===== src/rtl/detector_pkg.sv =====
// Shared constants for the detector event packetizer: record layout, readout header,
// flag bit positions and detector FSM encoding.
package detector_pkg;

  localparam int RECORD_W  = 112;

  // Record layout, MSB first: {start_time, peak, width, flags}
  localparam int FLAGS_LSB = 0;
  localparam int WIDTH_LSB = 16;
  localparam int PEAK_LSB  = 32;
  localparam int TIME_LSB  = 48;

  localparam logic [7:0] HEADER = 8'hA5;

  localparam int FLAG_WIDTH_SAT    = 0;
  localparam int FLAG_THR_CHANGED  = 1;

  typedef logic [RECORD_W-1:0] record_t;

  typedef enum logic [1:0] {
    ST_IDLE     = 2'd0,
    ST_IN_PULSE = 2'd1,
    ST_EMIT     = 2'd2
  } det_state_t;

endpackage


===== src/rtl/detector_event_packetizer_if.sv =====
// Readout port of the packetizer: 32-bit words with valid/ready handshake and last marker.
interface detector_event_packetizer_if;
  logic [31:0] event_data_p;
  logic        event_valid_p;
  logic        event_ready_p;
  logic        event_last_p;

  modport master (output event_data_p, event_valid_p, event_last_p, input event_ready_p);
  modport slave  (input event_data_p, event_valid_p, event_last_p, output event_ready_p);
endinterface


===== src/rtl/event_record_fifo.sv =====
// Register-based single-clock FIFO for event records; push while full is refused even
// if a pop happens in the same cycle.
module event_record_fifo #(
  parameter int DEPTH = 16,
  parameter int WIDTH = 112
) (
  input  logic             clk,
  input  logic             rst_n,
  input  logic             push,
  input  logic [WIDTH-1:0] push_data,
  input  logic             pop,
  output logic [WIDTH-1:0] pop_data,
  output logic             full,
  output logic             empty,
  output logic [6:0]       level
);
  localparam int AW = $clog2(DEPTH);

  logic [WIDTH-1:0] mem [DEPTH];
  logic [AW-1:0]    wr_ptr;
  logic [AW-1:0]    rd_ptr;
  logic [6:0]       count;
  logic             push_ok;
  logic             pop_ok;

  assign full     = (count == 7'(DEPTH));
  assign empty    = (count == 7'd0);
  assign level    = count;
  assign push_ok  = push && !full;
  assign pop_ok   = pop && !empty;
  assign pop_data = mem[rd_ptr];

  always_ff @(posedge clk) begin
    if (push_ok) begin
      mem[wr_ptr] <= push_data;
    end
  end

  always_ff @(posedge clk or negedge rst_n) begin
    if (!rst_n) begin
      wr_ptr <= '0;
      rd_ptr <= '0;
      count  <= '0;
    end else begin
      if (push_ok) wr_ptr <= wr_ptr + AW'(1);
      if (pop_ok)  rd_ptr <= rd_ptr + AW'(1);
      count <= count + 7'(push_ok) - 7'(pop_ok);
    end
  end
endmodule


===== src/rtl/detector_event_packetizer.sv =====
// Detects threshold pulses on the ADC stream, buffers 112-bit event records and reads them
// out as four 32-bit words. Optional macro PULSE_MIN_WIDTH_FILTER_EN drops narrow pulses.
module detector_event_packetizer
  import detector_pkg::*;
#(
  parameter int EVENT_FIFO_DEPTH = 16,
  parameter int MIN_PULSE_WIDTH  = 3
) (
  input  logic        clk210_p,
  input  logic        reset_n_p,
  input  logic        adc_sample_valid_p,
  input  logic [15:0] adc_sample_data_p,
  input  logic [15:0] adc_threshold_p,
  input  logic [63:0] timekeeper_time_p,
  input  logic        timekeeper_ready_p,
  detector_event_packetizer_if.master readout,
  output logic [15:0] event_drop_count_p,
  output logic [6:0]  fifo_level_p
);
  det_state_t  state;
  logic [63:0] start_time;
  logic [15:0] peak;
  logic [15:0] width;
  logic [15:0] start_thr;
  logic        thr_changed;
  logic        above;
  logic        keep;
  logic        push;
  record_t     record;

  logic        fifo_full;
  logic        fifo_empty;
  record_t     fifo_rdata;

  logic        ser_valid;
  logic [1:0]  word_idx;
  record_t     cur;
  logic [31:0] word;
  logic        advance;
  logic        load;

  assign above = (adc_sample_data_p > adc_threshold_p);

`ifdef PULSE_MIN_WIDTH_FILTER_EN
  assign keep = (width >= 16'(MIN_PULSE_WIDTH));
`else
  logic [15:0] unused_min_width;
  assign unused_min_width = 16'(MIN_PULSE_WIDTH);
  assign keep = 1'b1;
`endif

  assign push = (state == ST_EMIT) && keep;

  always_comb begin
    record = '0;
    record[TIME_LSB +: 64]                = start_time;
    record[PEAK_LSB +: 16]                = peak;
    record[WIDTH_LSB +: 16]               = width;
    record[FLAGS_LSB + FLAG_WIDTH_SAT]    = &width;
    record[FLAGS_LSB + FLAG_THR_CHANGED]  = thr_changed;
  end

  always_ff @(posedge clk210_p or negedge reset_n_p) begin
    if (!reset_n_p) begin
      state              <= ST_IDLE;
      start_time         <= '0;
      peak               <= '0;
      width              <= '0;
      start_thr          <= '0;
      thr_changed        <= 1'b0;
      event_drop_count_p <= '0;
    end else begin
      case (state)
        ST_IDLE: begin
          if (adc_sample_valid_p && above && timekeeper_ready_p) begin
            state       <= ST_IN_PULSE;
            start_time  <= timekeeper_time_p;
            peak        <= adc_sample_data_p;
            width       <= 16'd1;
            start_thr   <= adc_threshold_p;
            thr_changed <= 1'b0;
          end
        end
        ST_IN_PULSE: begin
          if (adc_sample_valid_p) begin
            if (adc_threshold_p != start_thr) thr_changed <= 1'b1;
            if (above) begin
              if (width != 16'hFFFF) width <= width + 16'd1;
              if (adc_sample_data_p > peak) peak <= adc_sample_data_p;
            end else begin
              state <= ST_EMIT;
            end
          end
        end
        ST_EMIT: begin
          // Full is the pre-edge level: a same-cycle pop does not make room.
          if (keep && fifo_full && event_drop_count_p != 16'hFFFF)
            event_drop_count_p <= event_drop_count_p + 16'd1;
          state <= ST_IDLE;
        end
        default: state <= ST_IDLE;
      endcase
    end
  end

  event_record_fifo #(
    .DEPTH (EVENT_FIFO_DEPTH),
    .WIDTH (RECORD_W)
  ) u_fifo (
    .clk       (clk210_p),
    .rst_n     (reset_n_p),
    .push      (push),
    .push_data (record),
    .pop       (load),
    .pop_data  (fifo_rdata),
    .full      (fifo_full),
    .empty     (fifo_empty),
    .level     (fifo_level_p)
  );

  // Reloading on the handshake of word 3 lets records stream with no idle gap.
  assign advance = ser_valid && readout.event_ready_p;
  assign load    = (!ser_valid || (advance && word_idx == 2'd3)) && !fifo_empty;

  always_ff @(posedge clk210_p or negedge reset_n_p) begin
    if (!reset_n_p) begin
      ser_valid <= 1'b0;
      word_idx  <= '0;
      cur       <= '0;
    end else if (load) begin
      cur       <= fifo_rdata;
      ser_valid <= 1'b1;
      word_idx  <= '0;
    end else if (advance) begin
      if (word_idx == 2'd3) ser_valid <= 1'b0;
      word_idx <= word_idx + 2'd1;
    end
  end

  logic [7:0] unused_flags_hi;
  assign unused_flags_hi = cur[FLAGS_LSB + 8 +: 8];

  always_comb begin
    word = '0;
    case (word_idx)
      2'd0:    word = {HEADER, cur[FLAGS_LSB +: 8], cur[PEAK_LSB +: 16]};
      2'd1:    word = cur[TIME_LSB + 32 +: 32];
      2'd2:    word = cur[TIME_LSB +: 32];
      default: word = {cur[WIDTH_LSB +: 16], 16'h0000};
    endcase
  end

  assign readout.event_data_p  = ser_valid ? word : '0;
  assign readout.event_valid_p = ser_valid;
  assign readout.event_last_p  = ser_valid && (word_idx == 2'd3);
endmodule

===== src/flat_wrapper.sv =====
// flat-port wrapper written by rule: the top's interface ports become plain ports
module detector_event_packetizer_flat import detector_pkg::*;
#(
  parameter int EVENT_FIFO_DEPTH = 16,
  parameter int MIN_PULSE_WIDTH  = 3
)
  (clk210_p, reset_n_p, adc_sample_valid_p, adc_sample_data_p, adc_threshold_p, timekeeper_time_p, timekeeper_ready_p, event_drop_count_p, fifo_level_p, readout_event_data_p, readout_event_valid_p, readout_event_last_p, readout_event_ready_p);
  detector_event_packetizer_if readout_i ();
  input  logic clk210_p;
  input  logic reset_n_p;
  input  logic adc_sample_valid_p;
  input  logic [15:0] adc_sample_data_p;
  input  logic [15:0] adc_threshold_p;
  input  logic [63:0] timekeeper_time_p;
  input  logic timekeeper_ready_p;
  output logic [15:0] event_drop_count_p;
  output logic [6:0] fifo_level_p;
  output wire logic [$bits(readout_i.event_data_p)-1:0] readout_event_data_p;
  output wire logic [$bits(readout_i.event_valid_p)-1:0] readout_event_valid_p;
  output wire logic [$bits(readout_i.event_last_p)-1:0] readout_event_last_p;
  input wire logic [$bits(readout_i.event_ready_p)-1:0] readout_event_ready_p;
  assign readout_event_data_p = readout_i.event_data_p;
  assign readout_event_valid_p = readout_i.event_valid_p;
  assign readout_event_last_p = readout_i.event_last_p;
  assign readout_i.event_ready_p = readout_event_ready_p;
  detector_event_packetizer #(.EVENT_FIFO_DEPTH(EVENT_FIFO_DEPTH), .MIN_PULSE_WIDTH(MIN_PULSE_WIDTH)) u_core (.clk210_p(clk210_p), .reset_n_p(reset_n_p), .adc_sample_valid_p(adc_sample_valid_p), .adc_sample_data_p(adc_sample_data_p), .adc_threshold_p(adc_threshold_p), .timekeeper_time_p(timekeeper_time_p), .timekeeper_ready_p(timekeeper_ready_p), .readout(readout_i), .event_drop_count_p(event_drop_count_p), .fifo_level_p(fifo_level_p));
endmodule

===== config.mk =====
export PLATFORM = sky130hd
export DESIGN_NAME = detector_event_packetizer_flat
export DESIGN_NICKNAME = d
export VERILOG_FILES = /design/src/rtl/detector_pkg.sv /design/src/rtl/detector_event_packetizer_if.sv /design/src/rtl/event_record_fifo.sv /design/src/rtl/detector_event_packetizer.sv /design/src/flat_wrapper.sv
export SDC_FILE = /design/constraint.sdc
export NUM_CORES = 2
export LEC_CHECK = 0
export BUFFER_PORTS_ARGS = -buffer_cell sky130_fd_sc_hd__buf_4
export CAP_MARGIN = 20
export CORE_MARGIN = 5
export CORE_UTILIZATION = 60
export DETAILED_ROUTE_END_ITERATION = 12
export GPL_TIMING_DRIVEN = 1
export PLACE_DENSITY_LB_ADDON = 0.2
export SYNTH_ARGS = -nofsm -noshare
export SYNTH_HDL_FRONTEND = slang
export SYNTH_SLANG_ARGS = --single-unit
export TNS_END_PERCENT = 20

===== constraint.sdc =====
create_clock -name clk210_p -period 13.93 [get_ports clk210_p]
set_input_delay 4.179 -clock clk210_p [delete_from_list [all_inputs] [get_ports clk210_p]]
set_output_delay 4.179 -clock clk210_p [all_outputs]
set_load 0.1 [all_outputs]

==> reports/metrics.yaml <==
required_ns: 9.75
drive_above_1_share: 0.3417
fmax_mhz: 125.1
cp-end-kind: "primary output"
grt.total_usage: 0.2650
relSlewSlack: 0.2477
yosys_register_bits: 1815
grt_overflow_total: 0
core_um2: 116400
antenna_left: 0
syn_inst: 3108
cts_buffers: 175
synth_area_um2: 70410
reg2reg_to: "u_core.u_fifo.mem[13][26]"
die_y_um: 352.6
die_w_um: 352.6
cts_tree: "yes"
synth.yosys.seq_area_share: 0.7565
ir_drop_mv: 0.2544
r2r_slack_ns: 9.21
fin_hold_ws_ns: 0.5119
fp-row-count: 125
antenna_found_initial: 4
skew_ns: 0.03141
min-delay-start: "u_core.cur[106]"
layout_common_cells: "edfxtp_1 (1,568), mux4_2 (490), dfrtp_1 (243), buf_4 (223), mux2_2 (186)"
dp_hpwl_mm: 85.50
fin_nets: 3514
wl_mm: 162.7
status: "finished, final reports clean"
power_density_nw_per_um2: 209.4
grt_pass1_wl_mm: 239.9
start_util: 0.6051
r2r_cells: 6
cts_root_buf: "clkbuf_16"
setup-violations-final: 0
timing.max_cap.violations: 0
hp-class: "flop to flop"
routed_via_density: 6.662
grt_pass1_vias: 35000
cp-start-kind: "flop"
wl_per_cell_um: 32.33
fill_cells: 7079
slew_violations: 0
synth_nets: 3263
synth_warnings: 0
async_reset_ff_frac: 0.1361
cts_setup_buffers: 0
cts_sinks: 1815
grt_start_max_net_pins: 154
cts_buffer_depth: 3
criticalPathCategory: "flop to primary output"
min_path_cells: 1
synth_edf_count: 1568
final.min_clock_period_ns: 7.993
total_power_mw: 16.59
dp_slack_ns: 6.197
tightest_slew_ns: 1.128
cts-resized-gates: 0
portBuffers: 157
netlist-cell-type-count: 61
synth_ff_type: "edfxtp_1"
ios: 158
firstDrtPassIters: 8
holdPathEnd: "u_core.cur[106]"
layout_commonest_cell: "edfxtp_1"
cts_max_level: 4
postCtsHoldBufs: 0
power_leakage_nw: 26.37
fin_ws_ns: 5.937
die_area_um2: 124300
r2r-start: "u_core.state[1]"
setup_tns_ns: 0
syn_to_final_growth_pct: 12.53
arrival_ns: 3.81
vias: 33520
globalplace.congestion: 0.8506
postSynthAreaPerCell_um2: 22.65
path_clk_slew_ns: 0.07
drtIter0Drc: 4112
cp_max_fo: 22
fin_crit_sh: 0.5738
drc: 0
rsz0062_at_grt: "no"
hold_viol: 0
worstSkewPairLatency_ns: 0.77
[sequential cells by signal, summed over array words and instances (netlist names), 7 cells and up]
| name | flops |
|---|---|
| u_core.u_fifo.mem | 1568 |
| u_core.cur | 98 |
| u_core.start_time | 64 |
| u_core.event_drop_count_p | 16 |
| u_core.peak | 16 |
| u_core.start_thr | 16 |
| u_core.width | 16 |
| u_core.u_fifo.level | 7 |
[report_power, final]
group	internal [mW]	switching, mW	leakage (nW)
Combinational	1.95	2.37	6.47
Clock	2.76	1.97	2.84
Sequential	6.76	0.793	17.1
[worst max path at each step]
stage                                       from                      end  slack (ns)  depth (start not counted)
after global placement       adc_threshold_p[10]    u_core.start_time[40]        6.35                          9
after detailed placement     adc_threshold_p[11]    u_core.start_time[33]        6.20                          9
after CTS                     u_core.word_idx[1]  readout_event_data_p[1]        5.88                          5
final                         u_core.word_idx[1]  readout_event_data_p[5]        5.94                          5
after global routing          u_core.word_idx[1]  readout_event_data_p[0]        5.71                          5
after floorplan           u_core.u_fifo.level[2]  u_core.u_fifo.mem[0][0]        1.79                          6
[final cells by class]
type / instances / area, um2 / share of cell area
Sequential cell: 1815 / 53280 / 0.6725
Multi-Input combinational cell: 1082 / 16300 / 0.2057
Clock buffer: 243 / 4943 / 0.06239
Tap cell: 1524 / 1907 / 0.02407
Timing Repair Buffer: 228 / 1768 / 0.02231
Clock inverter: 81 / 817.0 / 0.01031
Inverter: 57 / 214.0 / 0.002700
Antenna cell: 1 / 2.502 / 0.00003158
[layer usage]
metal	up-vias	global-route usage	wire length [um]
met2	1658	0.4332	81600
met1	18050	0.3752	63100
met5	-	0	21
met3	262	0.05394	14040
met4	4	0.06910	3903
li1	13540	-	-
[synthesized netlist by cell type (15+ instances only)]
master    number  share of area
a222oi_1      18         0.0026
o31ai_1       18         0.0019
nand3_1       23         0.0016
mux2_2       186          0.030
nor2_1        42         0.0022
mux4_2       490           0.16
buf_2         27         0.0019
buf_1         16        0.00085
edfxtp_1    1568           0.67
nand4_1       17         0.0015
a21oi_1       28         0.0020
nand2_1       40         0.0021
clkbuf_1      86         0.0046
o21ai_0       17         0.0012
ha_1          53         0.0094
xnor2_1       37         0.0046
inv_1         57         0.0030
o211a_1       15         0.0021
dfrtp_1      247          0.088
buf_4         20         0.0021
[kinds of logic (layout without fill, tap and decap cells)]
kind of cell,Yosys count,after routing,share of synthesized area
compound gates,139,139,0.01503
buf+inv,211,609,0.01345
xor+xnor,44,44,0.005473
fa+ha+maj,54,54,0.009703
mux,686,686,0.1886
other cells,0,1,0
flops,1815,1815,0.7565
simple gates,159,159,0.01121
[critical path, stage by stage (launching register included)]
cell	delay, ns
dfrtp_1	0.43
ha_1	0.35
inv_1	0.69
nand2_1	0.85
nor2_1	0.37
buf_4	0.34
[metrics by stage]
stage | cell area, um2 | util | std cells
finish | 79230 | 0.6809 | 5031
CTS | 79190 | 0.6806 | 5028
detailed placement | 73430 | 0.6311 | 4704
floorplan | 70410 | - | 3108
global placement | 73430 | 0.6311 | 4704
global route | 79230 | 0.6809 | 5030
Power figures use the tool's default switching activity.
